`config.mk`:
```
export PLATFORM = sky130hd
export DESIGN_NAME = sysp_timer
export DESIGN_NICKNAME = d
export VERILOG_FILES = /design/src/rtl/sysp_timer_pkg.sv /design/src/rtl/sysp_timer_psc.sv /design/src/rtl/sysp_timer.sv
export SDC_FILE = /design/constraint.sdc
export NUM_CORES = 1
export LEC_CHECK = 0
export ABC_AREA = 1
export CAP_MARGIN = 20
export CORE_MARGIN = 3
export CORE_UTILIZATION = 29
export DETAILED_ROUTE_END_ITERATION = 8
export DONT_BUFFER_PORTS = 1
export GPL_TIMING_DRIVEN = 0
export PLACE_DENSITY_LB_ADDON = 0.12
export SLEW_MARGIN = 10
export SYNTH_ARGS = -nofsm -noshare
export SYNTH_HDL_FRONTEND = slang
export SYNTH_SLANG_ARGS = --single-unit
```
`constraint.sdc`:
```
create_clock -name clk -period 3.1 [get_ports clk]
set_input_delay 0.31 -clock clk [delete_from_list [all_inputs] [get_ports clk]]
set_output_delay 0.31 -clock clk [all_outputs]
set_load 0.03 [all_outputs]
```
`src/rtl/sysp_timer_pkg.sv`:
```
// Shared register map, control/status bit positions and helpers for the timer peripheral.
package sysp_timer_pkg;

    // Register offsets within the slot (word aligned)
    localparam logic [7:0] TMR_CTRL = 8'h00;
    localparam logic [7:0] TMR_CNT  = 8'h04;
    localparam logic [7:0] TMR_TOP  = 8'h08;
    localparam logic [7:0] TMR_CMP  = 8'h0C;
    localparam logic [7:0] TMR_STAT = 8'h10;

    // CTRL / STAT bit positions
    localparam int TMR_EN_BIT      = 0;
    localparam int TMR_ONESHOT_BIT = 1;
    localparam int TMR_PWM_EN_BIT  = 2;
    localparam int TMR_IRQ_EN_BIT  = 3;
    localparam int TMR_PSC_LSB     = 16;
    localparam int TMR_OVF_BIT     = 0;
    localparam int TMR_CMPF_BIT    = 1;

    // Low nibble of CTRL; field order matches the bit positions above
    typedef struct packed {
        logic irq_en;
        logic pwm_en;
        logic oneshot;
        logic en;
    } tmr_ctrl_t;

    // Byte-lane merge of a write into an existing 32-bit register
    function automatic logic [31:0] byte_merge(input logic [31:0] old_v,
                                               input logic [31:0] new_v,
                                               input logic [3:0]  sel);
        logic [31:0] res;
        for (int b = 0; b < 4; b++) begin
            res[8*b +: 8] = sel[b] ? new_v[8*b +: 8] : old_v[8*b +: 8];
        end
        return res;
    endfunction

endpackage

```
`src/rtl/sysp_timer_psc.sv`:
```
// Prescaler: emits a one-cycle tick every (psc+1) enabled cycles.
module timer_psc #(
    parameter int PSC_W = 16
) (
    input  logic             clk,
    input  logic             rst_n,
    input  logic             i_en,
    input  logic             i_clr,
    input  logic [PSC_W-1:0] i_psc,
    output logic             o_tick
);

    logic [PSC_W-1:0] r_psc_cnt;
    logic             w_hit;

    assign w_hit  = (r_psc_cnt == i_psc);
    // A CTRL write restarts the prescale period, so it also swallows the tick
    assign o_tick = i_en & ~i_clr & w_hit;

    // Prescale counter: restart when disabled, on CTRL write, or at terminal count
    always_ff @(posedge clk or negedge rst_n) begin
        if (!rst_n) begin
            r_psc_cnt <= '0;
        end else if (!i_en || i_clr || w_hit) begin
            r_psc_cnt <= '0;
        end else begin
            r_psc_cnt <= r_psc_cnt + PSC_W'(1);
        end
    end

endmodule

```
`src/rtl/sysp_timer.sv`:
```
// Timer/PWM peripheral: register file, auto-reload counter, compare flag, PWM pin and level IRQ.
module sysp_timer
    import sysp_timer_pkg::*;
#(
    parameter int          PSC_W   = 16,
    parameter logic [31:0] RST_TOP = 32'hFFFF_FFFF
) (
    input  logic        clk,
    input  logic        rst_n,
    input  logic [7:0]  waddr_i,
    input  logic [31:0] data_i,
    input  logic [3:0]  sel_i,
    input  logic        we_i,
    input  logic [7:0]  raddr_i,
    input  logic        rd_i,
    output logic [31:0] data_o,
    output logic        pwm_o,
    output logic        irq_o
);

    tmr_ctrl_t        r_ctrl;
    logic [PSC_W-1:0] r_psc;
    logic [31:0]      r_cnt;
    logic [31:0]      r_top;
    logic [31:0]      r_cmp;
    logic             r_ovf;
    logic             r_cmpf;
    logic [31:0]      r_data;
    logic             r_pwm;

    logic        w_wr_ctrl, w_wr_cnt, w_wr_top, w_wr_cmp, w_wr_stat;
    logic [15:0] w_psc16;
    logic [15:0] w_psc_new;
    logic [31:0] w_ctrl_rd;
    logic [31:0] w_rd_val;
    logic        w_tick;
    logic        w_cnt_tick;
    logic        w_wrap;
    logic        w_set_ovf, w_set_cmpf;
    logic [1:0]  w_stat_clr;

    assign w_wr_ctrl = we_i && (waddr_i == TMR_CTRL);
    assign w_wr_cnt  = we_i && (waddr_i == TMR_CNT);
    assign w_wr_top  = we_i && (waddr_i == TMR_TOP);
    assign w_wr_cmp  = we_i && (waddr_i == TMR_CMP);
    assign w_wr_stat = we_i && (waddr_i == TMR_STAT);

    // Zero-extend the stored prescaler to the 16-bit CTRL field
    always_comb begin
        w_psc16            = '0;
        w_psc16[PSC_W-1:0] = r_psc;
    end

    assign w_ctrl_rd = {w_psc16, 12'h000, r_ctrl};
    assign w_psc_new = {sel_i[3] ? data_i[31:24] : w_psc16[15:8],
                        sel_i[2] ? data_i[23:16] : w_psc16[7:0]};

    timer_psc #(.PSC_W(PSC_W)) u_psc (
        .clk    (clk),
        .rst_n  (rst_n),
        .i_en   (r_ctrl.en),
        .i_clr  (w_wr_ctrl),
        .i_psc  (r_psc),
        .o_tick (w_tick)
    );

    // A software CNT write in a tick cycle cancels that tick's counting and flags
    assign w_cnt_tick = w_tick & ~w_wr_cnt;
    assign w_wrap     = (r_cnt == r_top);
    assign w_set_ovf  = w_cnt_tick & w_wrap;
    assign w_set_cmpf = w_cnt_tick & (r_cnt == r_cmp);
    assign w_stat_clr = (w_wr_stat && sel_i[0]) ? data_i[1:0] : 2'b00;

    // CTRL: software write has priority over the one-shot auto-disable
    always_ff @(posedge clk or negedge rst_n) begin
        if (!rst_n) begin
            r_ctrl <= '0;
            r_psc  <= '0;
        end else if (w_wr_ctrl) begin
            if (sel_i[0]) r_ctrl <= tmr_ctrl_t'(data_i[3:0]);
            r_psc <= w_psc_new[PSC_W-1:0];
        end else if (w_set_ovf && r_ctrl.oneshot) begin
            r_ctrl.en <= 1'b0;
        end
    end

    // Counter with auto-reload at TOP
    always_ff @(posedge clk or negedge rst_n) begin
        if (!rst_n) begin
            r_cnt <= '0;
        end else if (w_wr_cnt) begin
            r_cnt <= byte_merge(r_cnt, data_i, sel_i);
        end else if (w_tick) begin
            r_cnt <= w_wrap ? '0 : r_cnt + 32'd1;
        end
    end

    // TOP and CMP are plain byte-laned registers
    always_ff @(posedge clk or negedge rst_n) begin
        if (!rst_n) begin
            r_top <= RST_TOP;
            r_cmp <= '0;
        end else begin
            if (w_wr_top) r_top <= byte_merge(r_top, data_i, sel_i);
            if (w_wr_cmp) r_cmp <= byte_merge(r_cmp, data_i, sel_i);
        end
    end

    // Sticky status flags: hardware set beats a simultaneous write-1-to-clear
    always_ff @(posedge clk or negedge rst_n) begin
        if (!rst_n) begin
            r_ovf  <= 1'b0;
            r_cmpf <= 1'b0;
        end else begin
            r_ovf  <= (r_ovf  & ~w_stat_clr[TMR_OVF_BIT])  | w_set_ovf;
            r_cmpf <= (r_cmpf & ~w_stat_clr[TMR_CMPF_BIT]) | w_set_cmpf;
        end
    end

    // Read mux; unmapped offsets read zero
    always_comb begin
        w_rd_val = '0;
        case (raddr_i)
            TMR_CTRL: w_rd_val = w_ctrl_rd;
            TMR_CNT:  w_rd_val = r_cnt;
            TMR_TOP:  w_rd_val = r_top;
            TMR_CMP:  w_rd_val = r_cmp;
            TMR_STAT: w_rd_val = {30'd0, r_cmpf, r_ovf};
            default:  w_rd_val = '0;
        endcase
    end

    // Registered read data, held between read strobes; samples pre-write state
    always_ff @(posedge clk or negedge rst_n) begin
        if (!rst_n) begin
            r_data <= '0;
        end else if (rd_i) begin
            r_data <= w_rd_val;
        end
    end

    // PWM output lags CNT by one cycle
    always_ff @(posedge clk or negedge rst_n) begin
        if (!rst_n) begin
            r_pwm <= 1'b0;
        end else begin
            r_pwm <= r_ctrl.pwm_en & (r_cnt < r_cmp);
        end
    end

    assign data_o = r_data;
    assign pwm_o  = r_pwm;
    assign irq_o  = r_ctrl.irq_en & (r_ovf | r_cmpf);

endmodule

```
# After elaboration in Yosys (flattened, before gate mapping)
# Cells that the tools add are included.
[word_totals] mem_bits_rw=0 input_bits=56 mem_bits_ro=0 wordCells=101 latch_bits=0 regBits=167 out_inout_bits=34 n_memories=0
[op_classes] n_reduce_logical=30 n_div=0 eq_ne=16 multipliers=0 addsub=2 bitwise=16 n_lt_le_gt_ge=1 muxes=13 n_shift=0
[op_table] operator="case mux 32 bit (5 select lines)" count=1
[op_table] operator="two-way mux 32 bit" count=3
[op_table] operator="== test 32 bit" count=2
[op_table] operator="adder 32 x 1 -> 32 bit, second input constant" count=1
[op_table] operator="== test 8 x 4 -> 1 bit, second input constant" count=4
[op_table] operator="< comparator 32 bit" count=1
[op_table] operator="two-way mux 8 bit" count=4
[op_table] operator="AND reduction 2 bit" count=16
[op_table] operator="adder 16 x 1 -> 16 bit, second input constant" count=1
[op_table] operator="== test 16 bit" count=1
[op_table] operator="== test 8 x 3 -> 1 bit, second input constant" count=2
[op_table] operator="== test 8 x 5 -> 1 bit, second input constant" count=2
[op_table] operator="zero test 8 bit" count=2
[op_table] operator="two-way mux 16 bit" count=1
[op_table] operator="!= test 2 bit, second input constant" count=5
[op_table] operator="bitwise AND 1 bit" count=9
[op_table] operator="logical AND 1 bit" count=7
[op_table] operator="inverter 1 bit" count=4
[op_table] operator="nonzero test 2 bit" count=2
[op_table] operator="two-way mux 1 bit" count=3
[op_table] operator="bitwise OR 1 bit" count=3
[op_table] operator="logical OR 1 bit" count=2
[op_table] operator="two-way mux 2 bit" count=1
[op_table] operator="zero test 1 bit" count=1

# Logic depth before layout (Yosys ltp)
# Gate-level depths: netlist (run 1).
[logic_depth] depth_word=10 ltp_mapped=15 mapped_depth_nobuf=13

# By module
# Synthesis (run 1) repeated with hierarchy kept, for this count alone.
[hier_totals] cells_unflattened=1427 area_unflattened_um2=10707.8
[by_module_without_submodules] mod="sysp_timer" n_inst=1 area_per_inst_um2=9529.1 cells_each=1246
[by_module_without_submodules] mod="timer_psc" n_inst=1 area_per_inst_um2=1178.6 cells_each=181

# Worst setup path before layout (run 1)
# OpenSTA, ideal clock, no wires.
[synth_timing] path_kind="register to register" startpoint="register r_cnt[0]" endpoint="register r_cnt[28]" setup_time_ns=0.117 path_buffers=0 slack_ns=1.479 path_stages_with_launch=13 t_arrival_ns=1.504 period_less_slack_ns=1.621 cell_sequence="dfrtp_1 -> ha_1 -> nand2_1 -> nor2_2 -> inv_1 -> nor2_1 -> nand3_1 -> nand2_1 -> inv_1 -> nand3_1 -> nand2_1 -> nand2_1 -> nand2_1"
[synth_between] elab_chain_len=4 elab_cells_between_ends=5
[synth_rtl] element="start, declared" line="sysp_timer.sv:23" rtl="logic [31:0] r_cnt;"
[synth_rtl] element="start signal, assigned" line="sysp_timer.sv:92" rtl="r_cnt <= byte_merge(r_cnt, data_i, sel_i);"
[synth_rtl] element="start signal, assigned" line="sysp_timer.sv:94" rtl="r_cnt <= w_wrap ? '0 : r_cnt + 32'd1;"
[synth_rtl] element="adder 32 x 1 -> 32 bit or == test 32 bit (tied branches)" line="sysp_timer.sv:94, sysp_timer.sv:69"
[synth_rtl] element="two-way mux 32 bit (*)" line="sysp_timer.sv:94"
[synth_rtl] element="two-way mux 32 bit (*)" line="sysp_timer.sv:93" rtl="end else if (w_tick) begin"
[synth_rtl] element="two-way mux 32 bit (*)" line="sysp_timer.sv:91" rtl="end else if (w_wr_cnt) begin"
# Every way passes the cells marked *; elsewhere a longest branch is shown, timed or not. The select of a mux whose other input is x is not followed.
# A chain may end at the register's enable or synchronous reset.

# Final worst setup path (run 1)
[layout_timing] startpoint="register r_cnt[30]" endpoint="register r_cmpf"
[layout_between] elab_chain_len=3
[layout_rtl] element="== test 32 bit" line="sysp_timer.sv:71" rtl="assign w_set_cmpf = w_cnt_tick & (r_cnt == r_cmp);"
[layout_rtl] element="bitwise AND 1 bit" line="sysp_timer.sv:71"
[layout_rtl] element="bitwise OR 1 bit" line="sysp_timer.sv:116" rtl="r_cmpf <= (r_cmpf & ~w_stat_clr[TMR_CMPF_BIT]) | w_set_cmpf;"
[layout_rtl] element="end signal, assigned" line="sysp_timer.sv:116"
[layout_rtl] element="end, declared" line="sysp_timer.sv:27" rtl="logic r_cmpf;"
# No other way between the ends.

==> qor.txt, run 1 <==
status - finished, violations left
failing checks - negative hold slack
min-delay worst type - input pin to asynchronous set/reset pin
post-CTS sizing - 0
WHS - -451 ps
Final Cycle Share - 83.1%
setup ws final - 523 ps
layout cells sized above 1 - 8.30%
Worst Max-Slew Pin Slew - 889 ps
Reg power frac - 47.1%
FF-to-FF setup slack - 520 ps
Max Cap Viol - 0
max frequency - 388 MHz
final hold vios - 167
vias in the first global route - 9544
DR pass1 iterations - 5
CP endpoint kind - flop
routed vias - 9719
crit path launch type - flop
critical path class - flop to flop
ANT nets after route - 0
most common cell after layout, fill and taps aside - nand2_1
Site Rows - 68
# Post-CTS Setup Buffers - 0
pin count of the biggest net entering global routing - 168
Synth top area share - 32.3%
first-pass GRT wire length - 58.8 mm
Post-Syn Instances - 1508
pre-CTS worst setup slack - 546 ps
Final GP Congestion - 0.906
Synth area leaders - dfrtp_1 (32%), nand2_1 (20%), dfstp_2 (8.0%)
final core utilization - 33.5%
RR Startpoint - r_cnt[30]$_DFFE_PN0P_
die width - 196 um
# port buffers - 0
most frequent cells in the layout - nand2_1 (561), inv_1 (188), dfrtp_1 (135)
die height - 196 um
relative slew slack - 40.7%
Non-Filler Instances - 2009
syn_nets - 1598
CP startpoint - r_cnt[30]$_DFFE_PN0P_
skew final - 9.56 ps
area grow syn2layout - 12.3%
switching power of the nets - 1.25 mW
core box area - 35100 um^2
die area - 38300 um^2
CTS Buffer Depth - 2
register bit count reported by yosys - 167
unique cell type count in the Yosys netlist - 43
DP HPWL - 29.4 mm
Period minus WS final - 2580 ps
Layout Nets - 1631
Synth area leader - dfrtp_1
cts bufs inserted - 17
Reg clk slew, reported paths - 70 ps
DRC errors left - 0
FFs w/ async S/R, synth - 100%
highest fanout seen on the critical path - 6
Syn. warnings - 0
# H-tree levels - 4
Setup-failing EPs final - 0
Max Slew Vio Count - 0
leakage power total - 5.61 nW
Worst Reg2Reg Path Length in Cells - 7
CTS tree - done
total gr overflow - 0
Hold-fix buffers, CTS - 14
switching part of the total - 26.2%
Starting Density - 29.8%
Comb power frac - 7.4%
ANT cells - 0
clk_lat worst skew - 460 ps
placed cell count - 1963
IR Drop Worst-Case VDD - 0.372 mV
antenna violations before repair - 0
sequential fraction of the synthesis area - 40.4%
drt first-iter violations - 751
routed wire length - 38.4 mm
# IOs - 90
CP required - 3470 ps
ys flop type - dfrtp_1
Post-Syn Area - 10400 um^2
average size of a mapped cell - 6.93 um^2
routed length per instance - 19.1 um
RSZ-0062 raised after global routing - no
clk sinks - 167
Arr. time, crit path - 2950 ps
Post-synth EDFFs - 0
FF-to-FF End - r_cmpf$_DFF_PN0_
Pint - 3.53 mW
Clock Power Share - 45.5%
Root Driver - clkbuf_16
setup_tns - 0 ps
GRT Overall Usage - 20.2%
via/cell ratio - 4.84
power density over the cells - 408 nW/um^2
-- flip-flops by register name (all words and copies together), names as in the netlist, 4 cells and up --
register and count:
r_ctrl 4, u_psc.r_psc_cnt 16, r_psc 16, r_cnt 32
data_o 32, r_top 32, r_cmp 32
-- per-stage QoR --
step | instance area, um^2 | total power [mW]
2_1_floorplan | 10400 | 2.50
3_3_place_gp | 11000 | 2.63
3_5_place_dp | 11000 | 2.63
4_1_cts | 11700 | 4.85
5_1_grt | 11700 | 4.98
6_report | 11700 | 4.79
-- worst max path at each step --
stage / end / slack [ps] / cells past startpoint
after CTS: r_cmpf$_DFF_PN0_ / 510 / 7
after detailed placement: r_cmpf$_DFF_PN0_ / 550 / 7
after global routing: r_cmpf$_DFF_PN0_ / 290 / 7
after global placement: r_cmpf$_DFF_PN0_ / 550 / 7
final: r_cmpf$_DFF_PN0_ / 520 / 7
after floorplan: r_cnt[28]$_DFFE_PN0P_ / 1480 / 12
-- area by class of cell --
type	instances	area (um^2)
fill	3875	23300
multi-input combinational	1099	5250
clock inverter	10	121
buffer	40	211
tap	455	569
timing repair buffer	14	140
clock buffer	22	454
inverter	202	761
sequential	167	4220
-- synth_stat cells (all sizes together), types with 8 or more instances --
library cell  number
a21oi             40
nor3              10
nand2            573
o221ai            15
buf               20
dfstp             32
o21ai            123
dfrtp            135
xor2              25
inv              202
nor2             125
clkbuf            20
nand3            114
nand4              8
o22ai             10
ha                34
-- cells by family after synthesis --
logic type	count (synthesis)	synth area share, %
DFF	167	40.4
buffers and inverters	242	9.31
AOI/OAI and AO/OA	203	10.9
and+or+nand+nor	837	33.3
adders and majority gates	34	4.07
xor gates and xnor gates	25	2.10
-- per-layer routing --
| metal | track usage [%] | vias up | part of all wire [%] |
|---|---|---|---|
| met2 | 32.5 | 237 | 46 |
| met1 | 26.9 | 4590 | 46 |
| li1 | - | 4851 | - |
| met5 | 0 | - | 0 |
| met3 | 4.64 | 41 | 5.4 |
| met4 | 6.87 | 0 | 2.6 |
-- critical path: stages, from the launching register on --
cell     delay [ps]
dfrtp_1         450
ha_1            310
nand2_1          60
nor2_1          180
nand4_1         260
nor4_1          720
nand3_1         290
o21ai_0         220
-- power groups by stage --
stage               clock network [mW]  registers [mW]  logic [mW]
floorplan                            0            2.28       0.216
global placement                     0            2.29       0.334
detailed placement                   0            2.29       0.334
CTS                               2.24            2.25       0.352
global route                      2.33            2.26       0.390
finish                            2.18            2.25       0.352
No activity file was read; power rests on OpenSTA's default activity.
==> run 2: changes to the inputs <==
--- a/config.mk
+++ b/config.mk
@@ -5,7 +5,7 @@
 export SDC_FILE = /design/constraint.sdc
 export NUM_CORES = 1
 export LEC_CHECK = 0
-export ABC_AREA = 1
+export ABC_AREA = 0
 export CAP_MARGIN = 20
 export CORE_MARGIN = 3
 export CORE_UTILIZATION = 29
==> constraint.sdc (replaced) <==
create_clock -name clk -period 2.35 [get_ports clk]
set_input_delay 0.235 -clock clk [delete_from_list [all_inputs] [get_ports clk]]
set_output_delay 0.235 -clock clk [all_outputs]
set_load 0.03 [all_outputs]
==> run 2 against run 1 <==
Compared with the run above: the run ends with negative hold slack, negative setup slack left; worst setup slack got worse by 640 ps; fmax rose by 4.4%; total power rose by 34%; final cell count fell by 27%; hold slack got worse by 59 ps; global-route usage fell by 1.2 points; die area fell by 7.4%; routed wire length fell by 12%; utilization rose by 3.6 points; largest power group unchanged; highest routed layer unchanged.
==> qor.txt, run 2 <==
first-pass GRT wire length - 50.6 mm (-14%)
Final GP Congestion - 0.794 (-12%)
Syn. warnings - 0 (unchanged)
Synth top area share - 35.0% (+2.7 points)
Layout fillers - 3266 (-16%)
GRT Overall Usage - 19.0% (-1.2 points)
Worst Reg2Reg Path Length in Cells - 6 (-1)
average size of a mapped cell - 10.4 um^2 (+50%)
RR Startpoint - r_cnt[20]$_DFFE_PN0P_
CP endpoint kind - flop
die height - 188 um (-3.8%)
Arr. time, crit path - 2780 ps (-170 ps)
CTS Buffer Depth - 2 (unchanged)
# port buffers - 0 (unchanged)
die width - 188 um (-3.8%)
CP bufs+invs - 0 (unchanged)
clk sinks - 167 (unchanged)
via/cell ratio - 5.17 (+6.9%)
area grow syn2layout - 25.5%
sequential fraction of the synthesis area - 43.7% (+3.3 points)
CP required - 2670 ps (-800 ps)
FF-to-FF End - pwm_o$_DFF_PN0_
Setup-failing EPs final - 2 (+2)
synth cell count leaders - dfrtp_1 (135), inv_1 (94), mux2_2 (80), o21ai_0 (68)
CP most frequent cell - or4_4
failing checks - negative hold slack, negative setup slack
highest fanout seen on the critical path - 3 (-3)
# H-tree levels - 4 (unchanged)
critical path class - flop to flop
routed length per instance - 23.0 um (+20%)
Final Instance Area - 12100 um^2 (+3.2%)
Layout Nets - 1110 (-32%)
Slowest cell on crit path - or4_4
RSZ-0062 raised after global routing - yes
pin count of the biggest net entering global routing - 168 (unchanged)
Site Rows - 66 (-2.9%)
register bit count reported by yosys - 167 (unchanged)
placed cell count - 1370 (-30%)
Worst Max-Slew Pin Slew - 978 ps (+88.9 ps)
drt first-iter violations - 627 (-17%)
min-delay worst type - input pin to asynchronous set/reset pin
Root Driver - clkbuf_16
cts bufs inserted - 17 (unchanged)
layout cells sized above 1 - 31.4% (+23 points)
pre-CTS worst setup slack - -649 ps (-1200 ps)
routed wire length - 33.9 mm (-12%)
most common cell after layout, fill and taps aside - dfrtp_1
Period minus WS final - 2470 ps (-110 ps)
final core utilization - 37.1% (+3.6 points)
placed cell areas - 10200 um^2 (-7.3%)
power density over the cells - 532 nW/um^2 (+30%)
unique cell type count in the Yosys netlist - 56 (+30%)
WHS - -510 ps (-59.0 ps)
Reg clk slew, reported paths - 80 ps (about the same)
clk_lat worst skew - 450 ps (about the same)
# IOs - 90 (unchanged)
CP top delay family - simple AND/OR/NAND/NOR gates
Max Cap Viol - 0 (unchanged)
leakage power total - 5.03 nW (-10%)
Pint - 4.65 mW (+32%)
setup ws final - -118 ps (-640 ps)
syn_nets - 1017 (-36%)
IR Drop Worst-Case VDD - 0.524 mV (+41%)
core box area - 32600 um^2 (-6.9%)
crit-path cells - ha_4 -> nand4_1 -> or4_4 -> or4_4 -> a21oi_4 -> nor4_4
skew final - 15.3 ps (+5.71 ps)
DRC errors left - 0 (unchanged)
DP HPWL - 23.8 mm (-19%)
Post-Syn Instances - 927 (-39%)
switching part of the total - 27.7% (+1.5 points)
Max Slew Vio Count - 0 (unchanged)
ANT nets after route - 0 (unchanged)
Comb power frac - 10.0% (+2.6 points)
area taken by multi-input logic gates - 5410 um^2 (+2.9%)
Synth area leader - dfrtp_1
Clock Power Share - 42.7% (-2.8 points)
Synth area leaders - dfrtp_1 (35%), mux2_2 (9.3%), dfstp_2 (8.7%)
FF+latch area - 4240 um^2 (+0.53%)
Starting Density - 29.6% (-0.23 points)
Hold-fix buffers, CTS - 34 (+20)
switching power of the nets - 1.78 mW (+42%)
Final Cycle Share - 105% (+22 points)
relative slew slack - 34.5% (-6.3 points)
Post-synth EDFFs - 0 (unchanged)
CP max stage delay - 610 ps (-110 ps)
status - finished, violations left
FF-to-FF setup slack - -120 ps (-640 ps)
most frequent cells in the layout - dfrtp_1 (117), inv_1 (94), mux2_2 (80)
total gr overflow - 0 (unchanged)
crit path launch type - flop
FFs w/ async S/R, synth - 100% (unchanged)
CP startpoint - r_cnt[20]$_DFFE_PN0P_
final hold vios - 167 (unchanged)
Reg power frac - 47.4% (+0.3 points)
routed vias - 7635 (-21%)
antenna violations before repair - 1 (+1)
Non-Filler Instances - 1476 (-27%)
CTS tree - done
DR pass1 iterations - 5 (unchanged)
max frequency - 405 MHz (+4.4%)
ys flop type - dfrtp_1
die area - 35500 um^2 (-7.4%)
Post-Syn Area - 9650 um^2 (-7.7%)
most frequent cell after synthesis - dfrtp_1
vias in the first global route - 7624 (-20%)
## run 2: worst max-delay path by stage
stage / end / slack (ps) / depth (start not counted)
2_1_floorplan: r_cmp[11]$_DFFE_PN0P_ / 170 / 5
3_5_place_dp: r_cnt[28]$_DFFE_PN0P_ / -650 / 8
4_1_cts: pwm_o$_DFF_PN0_ / -90 / 6
6_report: pwm_o$_DFF_PN0_ / -120 / 6
5_1_grt: pwm_o$_DFF_PN0_ / -130 / 7
3_3_place_gp: r_cnt[13]$_DFFE_PN0P_ / -650 / 8
## run 2: final cells by class
class | count | share of cell area [%]
multi-input combinational | 625 | 44.7
timing repair buffer | 78 | 6.41
buffer | 37 | 1.77
tap | 442 | 4.57
antenna | 1 | 0.0207
clock buffer | 18 | 3.63
sequential | 167 | 35.1
clock inverter | 14 | 0.951
inverter | 94 | 2.92
## run 2: metrics by stage
stage	power [mW]	TNS, ps
floorplan	3.40	0
global placement	3.57	-46950
detailed placement	3.57	-45490
CTS	6.48	-227
global route	6.70	-1310
finish	6.44	-181
## run 2: repair_timing
item / 4_1_cts / 5_1_grt
cloned: 0 / 6
buffers inserted: 19 / 19
gates resized for setup: 65 / 89
endpoints found under the hold margin: 274 / 167
setup endpoints to repair: 63 / 35
pin swaps: 13 / 42
## run 2: logic make-up (layout without fill, tap and decap cells)
logic type	count (synthesis)	count (layout)	share of synthesized area, %
simple gates	236	236	13.3
compound gates	188	189	13.1
flops	167	167	43.7
buf+inv	136	241	5.37
mux	104	104	14.5
xor+xnor	62	62	5.63
fa+ha+maj	34	34	4.41
other cells	0	1	0
## run 2: routing by layer
metal	wire (um)	vias to the layer above	GRT usage, %
li1	-	3519	-
met1	16600	3911	28.1
met2	15300	171	28.9
met3	1380	34	3.40
met4	632	0	4.61
met5	0	-	0
## run 2: power groups by stage
stage,Clock [mW],Sequential [mW],Combinational [mW]
2_1_floorplan,0,3.06,0.341
3_3_place_gp,0,3.09,0.476
3_5_place_dp,0,3.09,0.479
4_1_cts,2.83,3.04,0.604
5_1_grt,2.95,3.06,0.696
6_report,2.75,3.05,0.641
==> run 3: changes to the inputs <==
--- a/config.mk
+++ b/config.mk
@@ -7,6 +7,7 @@
 export LEC_CHECK = 0
 export ABC_AREA = 0
 export CAP_MARGIN = 20
+export CORE_ASPECT_RATIO = 1.4
 export CORE_MARGIN = 3
 export CORE_UTILIZATION = 29
 export DETAILED_ROUTE_END_ITERATION = 8
==> run 3 against run 2 <==
Compared with the run above: critical endpoint unchanged; routed wire length increased by 0.96%; count of clock-buffer cells in the layout increased by 1; global-route usage increased by 0.33 points; worst setup slack improved by 44 ps; highest routed layer unchanged; the run still ends with negative hold slack, negative setup slack left; fmax increased by 1.8%; combinational power decreased by 3%.
==> qor.txt, run 3 (synthesis gave the netlist of run 2 again) <==
ANT nets after route - 0 (unchanged)
relative slew slack - 36.0% (+1.6 points)
most frequent cells in the layout - dfrtp_1 (117), inv_1 (92), mux2_2 (80)
CP endpoint kind - flop
IR Drop Worst-Case VDD - 0.356 mV (-32%)
area taken by multi-input logic gates - 5330 um^2 (-1.4%)
Slowest cell on crit path - or4_4
ANT cells - 0 (-1)
Starting Density - 29.6% (about the same)
CP required - 2670 ps (about the same)
Final Instance Area - 11900 um^2 (-1.6%)
DP HPWL - 24.9 mm (+4.4%)
power density over the cells - 560 nW/um^2 (+5.2%)
vias in the first global route - 7965 (+4.5%)
CP top delay family - simple AND/OR/NAND/NOR gates
via/cell ratio - 5.18 (+0.12%)
critical path endpoint - pwm_o$_DFF_PN0_
GRT Overall Usage - 19.3% (+0.33 points)
CTS tree - done
CP bufs+invs - 0 (unchanged)
critical path class - flop to flop
FF-to-FF End - pwm_o$_DFF_PN0_
# H-tree levels - 4 (unchanged)
RR Startpoint - r_cnt[30]$_DFFE_PN0P_
final hold vios - 168 (+0.60%)
FF-to-FF setup slack - -70 ps (+40 ps)
Setup-failing EPs final - 2 (unchanged)
Hold-fix buffers, CTS - 32 (-5.9%)
CP startpoint - r_cnt[30]$_DFFE_PN0P_
die area - 35500 um^2 (about the same)
Final Cycle Share - 103% (-1.9 points)
setup ws final - -73.3 ps (+44.4 ps)
Period minus WS final - 2420 ps (-44.4 ps)
die height - 222 um (+18%)
clk_lat worst skew - 460 ps (about the same)
Layout fillers - 3349 (+2.5%)
total gr overflow - 0 (unchanged)
die width - 160 um (-15%)
CP most frequent cell - or4_4
layout cells sized above 1 - 29.4% (-2.0 points)
WHS - -525 ps (-15.5 ps)
routed vias - 7546 (-1.2%)
Worst Reg2Reg Path Length in Cells - 6 (unchanged)
Max Slew Vio Count - 0 (unchanged)
clk sinks - 167 (unchanged)
Arr. time, crit path - 2740 ps (-40 ps)
Max Cap Viol - 0 (unchanged)
# port buffers - 0 (unchanged)
routed wire length - 34.2 mm (+0.96%)
most common cell after layout, fill and taps aside - dfrtp_1
crit-path cells - ha_1 -> nand4_1 -> or4_4 -> or4_4 -> a21oi_4 -> nor4_2
status - finished, violations left
CP max stage delay - 550 ps (-60 ps)
max frequency - 413 MHz (+1.8%)
failing checks - negative hold slack, negative setup slack
min-delay worst type - input pin to asynchronous set/reset pin
Root Driver - clkbuf_16
CTS Buffer Depth - 2 (unchanged)
Layout Nets - 1095 (-1.4%)
area grow syn2layout - 23.5%
pin count of the biggest net entering global routing - 168 (unchanged)
highest fanout seen on the critical path - 6 (+3)
DRC errors left - 0 (unchanged)
antenna violations before repair - 0 (-1)
skew final - 7.18 ps (-8.09 ps)
CP Depth - 6 (unchanged)
# IOs - 90 (unchanged)
first-pass GRT wire length - 51.5 mm (+1.6%)
routed length per instance - 23.5 um (+2.3%)
drt first-iter violations - 343 (-45%)
Worst Max-Slew Pin Slew - 951 ps (-27.0 ps)
FF+latch area - 4240 um^2 (unchanged)
leakage power total - 4.96 nW (-1.5%)
Site Rows - 78 (+18%)
Reg clk slew, reported paths - 70 ps (about the same)
crit path launch type - flop
core box area - 32600 um^2 (about the same)
pre-CTS worst setup slack - -780 ps (-131 ps)
RSZ-0062 raised after global routing - yes
cts bufs inserted - 17 (unchanged)
placed cell areas - 10200 um^2 (about the same)
DR pass1 iterations - 5 (unchanged)
Final GP Congestion - 0.823 (+3.6%)
## run 3: worst register-to-register path, cell delays in order, from the launching register on
cell and delay (ps):
dfrtp_1 450, ha_1 330, nand4_1 200, or4_4 500
or4_4 560, a21oi_4 170, nor4_2 80
## run 3: area by class of cell
class                      count  share of cell area (%)
multi-input combinational    625                    44.8
sequential                   167                    35.6
timing repair buffer          62                    5.16
tap                          440                    4.62
clock buffer                  19                    3.80
inverter                      94                    2.96
buffer                        38                    1.81
clock inverter                12                    1.28
## run 3: worst min-delay path by stage
stage	startpoint	end	cells after the start
floorplan	rst_n	data_o[0]$_DFFE_PN0P_	0
global placement	rst_n	data_o[19]$_DFFE_PN0P_	0
detailed placement	rst_n	data_o[19]$_DFFE_PN0P_	0
CTS	rst_n	r_psc[5]$_DFFE_PN0P_	0
global route	rst_n	r_cmp[20]$_DFFE_PN0P_	0
finish	rst_n	data_o[17]$_DFFE_PN0P_	0
## run 3: routing by layer
metal / vias to the layer above / part of all wire (%) / global-route usage [%]
met5: - / 0 / 0
met4: 0 / 2.8 / 6.61
met3: 42 / 3.0 / 3.66
met2: 138 / 55 / 35.9
met1: 3861 / 40 / 22.1
li1: 3505 / - / -
## run 3: stage by stage
step	setup TNS [ps]	utilization [%]	power, mW	instances	hold WS, ps
global route	-437	36.5	6.93	1457	-543
global placement	-51410	31.3	3.58	1367	-46.4
floorplan	0	-	3.40	927	-60.6
finish	-107	36.5	6.67	1457	-525
CTS	-178	35.6	6.74	1449	-547
detailed placement	-50510	31.3	3.58	1368	-47.0
## run 3: where the power goes
| part | internal, mW | total [mW] | switching [mW] | leakage [nW] |
|---|---|---|---|---|
| registers | 2.95 | 3.05 | 0.0945 | 2.13 |
| logic | 0.282 | 0.624 | 0.342 | 2.55 |
| clock network | 1.72 | 3.00 | 1.28 | 0.287 |
| total | 4.95 | 6.67 | 1.71 | 4.96 |
## run 3: what timing repair did
item	4_1_cts	5_1_grt
resized for setup	68	53
buffers inserted	20	6
cloned	0	4
setup endpoints to repair	58	40
hold endpoints to repair	280	167
pin swaps	10	26
